[src/rtl/shifter_arbiter.sv]
// Two-port round-robin arbiter sharing one logical right shifter for SLL/SRL/SRA/pass.
// Result is registered and held for its owner until that requester consumes it.

module shifter_right_logical #(
  parameter int DATA_WIDTH  = 32,
  parameter int SHIFT_WIDTH = 5
) (
  input  logic [DATA_WIDTH-1:0]  data,
  input  logic [SHIFT_WIDTH-1:0] shamt,
  output logic [DATA_WIDTH-1:0]  result
);
  // log-depth barrel: stage k shifts by 2^k when shamt[k] is set
  logic [SHIFT_WIDTH:0][DATA_WIDTH-1:0] stg;
  assign stg[0] = data;
  for (genvar k = 0; k < SHIFT_WIDTH; k++) begin : g_stage
    assign stg[k+1] = shamt[k] ? (stg[k] >> (1 << k)) : stg[k];
  end
  assign result = stg[SHIFT_WIDTH];
endmodule

module shifter_arbiter #(
  parameter int DATA_WIDTH  = 32,
  parameter int SHIFT_WIDTH = 5
) (
  input  logic                   clk_i,
  input  logic                   rst_n_i,
  input  logic                   a_valid_i,
  output logic                   a_ready_o,
  input  logic [DATA_WIDTH-1:0]  a_data_i,
  input  logic [SHIFT_WIDTH-1:0] a_shamt_i,
  input  logic [1:0]             a_op_i,
  output logic                   a_rsp_valid_o,
  input  logic                   a_rsp_ready_i,
  input  logic                   b_valid_i,
  output logic                   b_ready_o,
  input  logic [DATA_WIDTH-1:0]  b_data_i,
  input  logic [SHIFT_WIDTH-1:0] b_shamt_i,
  input  logic [1:0]             b_op_i,
  output logic                   b_rsp_valid_o,
  input  logic                   b_rsp_ready_i,
  output logic [DATA_WIDTH-1:0]  rsp_data_o
);
  localparam logic [0:0] IDLE = 1'b0;
  localparam logic [0:0] HOLD = 1'b1;
  localparam logic [1:0] OP_SLL = 2'b00;
  localparam logic [1:0] OP_SRL = 2'b01;
  localparam logic [1:0] OP_SRA = 2'b10;

  logic [0:0] state;
  logic       last_grant;  // 0 = A, 1 = B
  logic       owner;
  logic       grant_a, grant_b;

  logic [DATA_WIDTH-1:0]  sel_data, srl_in, srl_out, fill, result;
  logic [SHIFT_WIDTH-1:0] sel_shamt;
  logic [1:0]             sel_op;

  function automatic logic [DATA_WIDTH-1:0] rev(input logic [DATA_WIDTH-1:0] x);
    logic [DATA_WIDTH-1:0] r;
    for (int i = 0; i < DATA_WIDTH; i++) r[i] = x[DATA_WIDTH-1-i];
    return r;
  endfunction

  // Contention goes to whoever was not served last
  always_comb begin
    grant_a = rst_n_i && (state == IDLE) && a_valid_i && (!b_valid_i || last_grant);
    grant_b = rst_n_i && (state == IDLE) && b_valid_i && (!a_valid_i || !last_grant);
  end

  assign a_ready_o = grant_a;
  assign b_ready_o = grant_b;

  assign sel_data  = grant_b ? b_data_i  : a_data_i;
  assign sel_shamt = grant_b ? b_shamt_i : a_shamt_i;
  assign sel_op    = grant_b ? b_op_i    : a_op_i;

  assign srl_in = (sel_op == OP_SLL) ? rev(sel_data) : sel_data;

  shifter_right_logical #(
    .DATA_WIDTH (DATA_WIDTH),
    .SHIFT_WIDTH(SHIFT_WIDTH)
  ) u_srl (
    .data  (srl_in),
    .shamt (sel_shamt),
    .result(srl_out)
  );

  // Sign-fill mask: bit i is vacated by the shift when i >= DATA_WIDTH - shamt
  for (genvar i = 0; i < DATA_WIDTH; i++) begin : g_fill
    localparam logic [SHIFT_WIDTH:0] POS = (SHIFT_WIDTH+1)'(DATA_WIDTH - 1 - i);
    assign fill[i] = {1'b0, sel_shamt} > POS;
  end

  always_comb begin
    result = sel_data;
    case (sel_op)
      OP_SLL:  result = rev(srl_out);
      OP_SRL:  result = srl_out;
      OP_SRA:  result = srl_out | (sel_data[DATA_WIDTH-1] ? fill : '0);
      default: result = sel_data;
    endcase
  end

  always_ff @(posedge clk_i or negedge rst_n_i) begin
    if (!rst_n_i) begin
      state         <= IDLE;
      last_grant    <= 1'b1;
      owner         <= 1'b0;
      a_rsp_valid_o <= 1'b0;
      b_rsp_valid_o <= 1'b0;
      rsp_data_o    <= '0;
    end else if (state == IDLE) begin
      if (grant_a || grant_b) begin
        rsp_data_o    <= result;
        owner         <= grant_b;
        last_grant    <= grant_b;
        a_rsp_valid_o <= grant_a;
        b_rsp_valid_o <= grant_b;
        state         <= HOLD;
      end
    end else if (owner ? b_rsp_ready_i : a_rsp_ready_i) begin
      a_rsp_valid_o <= 1'b0;
      b_rsp_valid_o <= 1'b0;
      state         <= IDLE;
    end
  end
endmodule

[config.mk]
export PLATFORM = sky130hd
export DESIGN_NAME = shifter_arbiter
export DESIGN_NICKNAME = d
export VERILOG_FILES = /design/src/rtl/shifter_arbiter.sv
export SDC_FILE = /design/constraint.sdc
export NUM_CORES = 1
export LEC_CHECK = 0
export BUFFER_PORTS_ARGS = -buffer_cell sky130_fd_sc_hd__buf_2
export CORE_MARGIN = 8
export CORE_UTILIZATION = 55
export CTS_BUF_LIST = sky130_fd_sc_hd__clkbuf_4 sky130_fd_sc_hd__clkbuf_8
export CTS_CLUSTER_DIAMETER = 200
export DETAILED_ROUTE_END_ITERATION = 6
export PLACE_DENSITY = 0.81
export SLEW_MARGIN = 20
export SYNTH_ARGS = -nofsm -noshare
export SYNTH_HDL_FRONTEND = slang
export SYNTH_SLANG_ARGS = --single-unit
[constraint.sdc]
create_clock -name clk_i -period 2.45 [get_ports clk_i]
set_input_delay 0.245 -clock clk_i [delete_from_list [all_inputs] [get_ports clk_i]]
set_output_delay 0.245 -clock clk_i [all_outputs]
set_load 0.005 [all_outputs]
==> qor.yml, run 1 <==
endpoint_type: "register input"
syn_area_sq_um: 7940
synthFlopType: "dfrtp_1"
synth_cells: 927
post-place-ws_ns: -0.533
syn_nets: 1011
cts_root_buf: "clkbuf_8"
synth_xor_area_share_pct: 0
grt_max_degree: 36
dp.cells: 1502
yosys.cell_types.count: 73
dieHeight_um: 136
yosysWarnings: 0
error_line: "[ERROR GRT-0232] Routing congestion too high. Check the congestion heatmap in the GUI."
flow.stopped_at: "global routing (5_1_grt)"
status: "did not finish"
grt_use_total_pct: 76.1
hpwl_mm: 35.8
synth_seq_cells: 37
cts_buffers: 5
clockBufferDepth: 2
clock-sinks: 37
synthAdderAreaFrac_pct: 0
synth_compound_area_share_pct: 24.4
gp_congestion: 1.17
synth_simple_gate_area_share_pct: 17.6
async_flop_share_pct: 100
die_width_um: 136
cts_htree_levels: 2
synth_area_per_cell_sq_um: 8.56
rows: 44
grt-worst-endpoint: "rsp_data_o[14]$_DFFE_PN0P_/D"
pin_count: 120
grt_overflow: 84
synth_edf_count: 0
portBuffers: 119
synth_top_family_by_area: "multiplexers"
synth_mux_area_share_pct: 40.0
start_util_pct: 55.5
ys_seq_area_share_pct: 11.7
-- stage by stage --
step / TNS, ns / cell area [sq um]
after global placement: -10.89 / 11400
after floorplan: -0.0161 / 8000
after detailed placement: -11.76 / 11400
after CTS: -2.43 / 12800
-- timing repair --
item                       in CTS
pin swaps                      41
hold buffers                    1
buffers inserted               33
resized for setup             207
setup endpoints to repair      32
hold endpoints to repair        2
cloned                          4
-- logic make-up after synthesis --
| kind of cell | after synthesis |
|---|---|
| DFF | 37 |
| AOI/OAI and AO/OA | 284 |
| and+or+nand+nor | 300 |
| muxes | 198 |
| buffers and inverters | 108 |
-- metal layers --
metal | global-route usage (%) | GRT overflow
met1 | 74.6 | 6
met2 | 89.1 | 31
met3 | 66.8 | 3
met4 | 75.5 | 44
met5 | 37.4 | 0
-- Yosys cell counts, types with 5 or more instances --
library cell / count / share of area (%)
mux2i_1: 87 / 11
a31oi_1: 29 / 2.3
mux4_2: 91 / 26
a32o_1: 8 / 1.0
o31ai_1: 10 / 0.95
a211oi_1: 14 / 1.3
nor4_1: 9 / 0.71
a311oi_1: 5 / 0.55
dfrtp_1: 36 / 11
buf_4: 12 / 1.1
o21ai_0: 49 / 3.1
a22oi_1: 7 / 0.66
a221oi_1: 5 / 0.55
a2111oi_0: 7 / 0.77
o21a_1: 5 / 0.47
and2_1: 6 / 0.47
o22ai_1: 17 / 1.3
mux2_2: 18 / 2.6
o211ai_1: 10 / 0.95
clkbuf_1: 40 / 1.9
o221ai_1: 7 / 0.77
buf_1: 10 / 0.47
a21oi_1: 58 / 3.7
nor2b_1: 7 / 0.55
nand2_1: 111 / 5.2
inv_1: 10 / 0.47
or3_1: 13 / 1.0
nor2_1: 47 / 2.2
nor3_1: 37 / 2.3
o41ai_1: 5 / 0.55
buf_2: 35 / 2.2
nand3_1: 46 / 2.9
==> run 2, diff against run 1 <==
--- a/config.mk
+++ b/config.mk
@@ -7,11 +7,9 @@
 export LEC_CHECK = 0
 export BUFFER_PORTS_ARGS = -buffer_cell sky130_fd_sc_hd__buf_2
 export CORE_MARGIN = 8
-export CORE_UTILIZATION = 55
-export CTS_BUF_LIST = sky130_fd_sc_hd__clkbuf_4 sky130_fd_sc_hd__clkbuf_8
-export CTS_CLUSTER_DIAMETER = 200
+export CORE_UTILIZATION = 40
 export DETAILED_ROUTE_END_ITERATION = 6
-export PLACE_DENSITY = 0.81
+export PLACE_DENSITY_LB_ADDON = 0.15
 export SLEW_MARGIN = 20
 export SYNTH_ARGS = -nofsm -noshare
 export SYNTH_HDL_FRONTEND = slang
==> constraint.sdc (replaced) <==
create_clock -name clk_i -period 3.2 [get_ports clk_i]
set_input_delay 0.32 -clock clk_i [delete_from_list [all_inputs] [get_ports clk_i]]
set_output_delay 0.32 -clock clk_i [all_outputs]
set_load 0.005 [all_outputs]
==> run 2 against run 1 <==
The run now ends clean. Synthesized cell count did not move. Synthesized area did not move.
==> qor.yml, run 2 <==
fp.coreArea_sq_um: 19500
final_hold_viol_count: 0
die_width_um: 157
critical_path_class: "register to register"
power_density_nw_per_um2: 456
top_register: "rsp_data_o"
synth_cells: 927
clockBufferDepth: 2
final_core_util_pct: 50.4
regArea_sq_um: 927
grt_pass1_vias: 9557
crit_path_start: "state"
start_util_pct: 40.8
regToRegStartpoint: "state"
clk_latency_ns: 0.29
stdcell_area_sq_um: 9820
die_area_sq_um: 24600
synth_top_area_share_pct: 25.8
drive_gt1_share_pct: 36.4
cp_cell_sequence: "and3b_1 > nand2_2 > inv_2 > buf_12 > mux2_2 > o2bb2ai_1 > nor3_1 > nor3_1 > buf_4 > a221o_1 > a32o_1"
place_area_sq_um: 9650
viasPerCell: 7.32
grt_max_degree: 39
cp-end-kind: "register"
period_needed_ns: 3.15
crit_fanout: 37
slew_headroom_pct: 49.8
postCtsSetupBuffers: 0
hold_class: "primary input to async pin"
synth_seq_cells: 37
cts.repair.resized: 2
nets: 1179
clk_pin_slew_ns: 0.06
hpwl_mm: 35.9
wl_per_cell_um: 33.9
power_leakage_uw: 0.00404
ant_nets: 0
status: "finished, final reports clean"
post-place-ws_ns: -0.349
cts_buffers: 5
fmax_mhz: 318
max_stage_delay_ns: 0.52
yosys.cell_types.count: 73
drt_iter0_markers: 1576
grt_overflow: 0
path_common_cell: "nor3_1"
portBuffers: 119
pin_count: 120
multi_input_area_sq_um: 6550
synth_edf_count: 0
rows: 51
drtPass1Iterations: 5
worstReg2RegEnd: "rsp_data_o[11]"
ys_seq_area_share_pct: 11.7
crit_slowest_cell: "nor3_1"
fill_cells: 1973
critPathArrivalTime_ns: 3.33
grt_pass1_wl_mm: 66.9
clock-sinks: 37
synth_area_per_cell_sq_um: 8.56
async_flop_share_pct: 100
ctsHoldBuffers: 0
tightest_slew_ns: 0.746
yosys-top-cells-area: "mux4_2 26%, dfrtp_1 11%, mux2i_1 11%, nand2_1 5.2%, a21oi_1 3.7%"
yosys-top-cells-count: "111 x nand2_1, 91 x mux4_2, 87 x mux2i_1"
synthFlopType: "dfrtp_1"
diodes: 0
worstRegToRegCells: 11
cp.required_ns: 3.38
r2r_slack_ns: 0.05
grt_use_total_pct: 37.4
synth_top_area_cell: "mux4_2"
critPathLaunchType: "register"
cts_root_buf: "clkbuf_16"
drc_errors: 0
dieHeight_um: 157
cts_htree_levels: 2
cts_tree: "done"
layout_common_cells: "128 x buf_4, 117 x buf_2, 110 x nand2_1, 91 x mux4_2, 86 x mux2i_1"
ir_drop_mv: 0.235
setup_viol: 0
slew_violations: 0
syn_nets: 1011
num_vias: 9957
rsz0062_at_grt: "false"
maxCapViolCount: 0
wirelength_mm: 46.1
syn_area_sq_um: 7940
final_common_cell: "buf_4"
clock_skew_ns: 0.00266
syn_to_final_growth_pct: 23.7
largest_reg_flops: 32
layout_setup_ws_ns: 0.0533
synth_most_common_cell: "nand2_1"
min_period_over_period_pct: 98.3
gp_congestion: 1.08
yosysWarnings: 0
antenna_found_initial: 1
==> run 2: cell counts after synthesis <==
Identical to the previous run, type by type.
==> run 2: how the worst max path moves through the flow <==
| stage | end | depth (start not counted) |
|---|---|---|
| 2_1_floorplan | rsp_data_o[5] | 10 |
| 3_3_place_gp | rsp_data_o[23] | 11 |
| 3_5_place_dp | rsp_data_o[8] | 11 |
| 4_1_cts | rsp_data_o[31] | 10 |
| 5_1_grt | rsp_data_o[6] | 11 |
| 6_report | rsp_data_o[11] | 11 |
==> run 2: layout make-up <==
cell class                 count  area share [%]
multi-input combinational    782            66.7
timing repair buffer         259            18.6
sequential                    37            9.44
tap                          265            3.38
clock buffer                   5            1.27
inverter                      10           0.382
clock inverter                 3           0.178
==> run 2: per-stage QoR <==
stage | power [uW] | instances | hold slack (ns) | setup TNS [ns]
5_1_grt | 4680 | 1361 | 0.163 | 0
4_1_cts | 4380 | 1361 | 0.125 | 0
2_1_floorplan | 2410 | 927 | 0.0244 | 0
6_report | 4480 | 1361 | 0.0996 | 0
3_5_place_dp | 3860 | 1353 | 0.432 | -1.69
3_3_place_gp | 3860 | 1353 | 0.427 | -1.52
==> run 2: logic make-up after synthesis <==
group                  after synthesis  share of synthesized area [%]
and+or+nand+nor                    300                           17.6
AOI/OAI and AO/OA                  284                           24.4
muxes                              198                           40.0
buffers and inverters              108                           6.32
DFF                                 37                           11.7
==> run 2: metal layers <==
metal | global-route usage [%] | up-vias | share of wire (%)
met3 | 9.38 | 109 | 13
met2 | 54.0 | 767 | 42
met4 | 16.1 | 2 | 4.9
li1 | - | 4081 | -
met5 | 0 | - | 0.035
met1 | 51.7 | 4998 | 40
==> run 2: critical path: cells and delay by family, from the launching register on <==
| family | cells | cell delay (ns) |
|---|---|---|
| flops | 1 | 0.43 |
| buf+inv | 3 | 0.60 |
| compound gates | 3 | 0.70 |
| simple gates | 4 | 1.01 |
| mux | 1 | 0.25 |
==> run 2: report_power, final <==
group	internal [uW]	switching, uW
combinational	1260	1860
clock	286	223
sequential	701	151
Power figures use the tool's default switching activity.
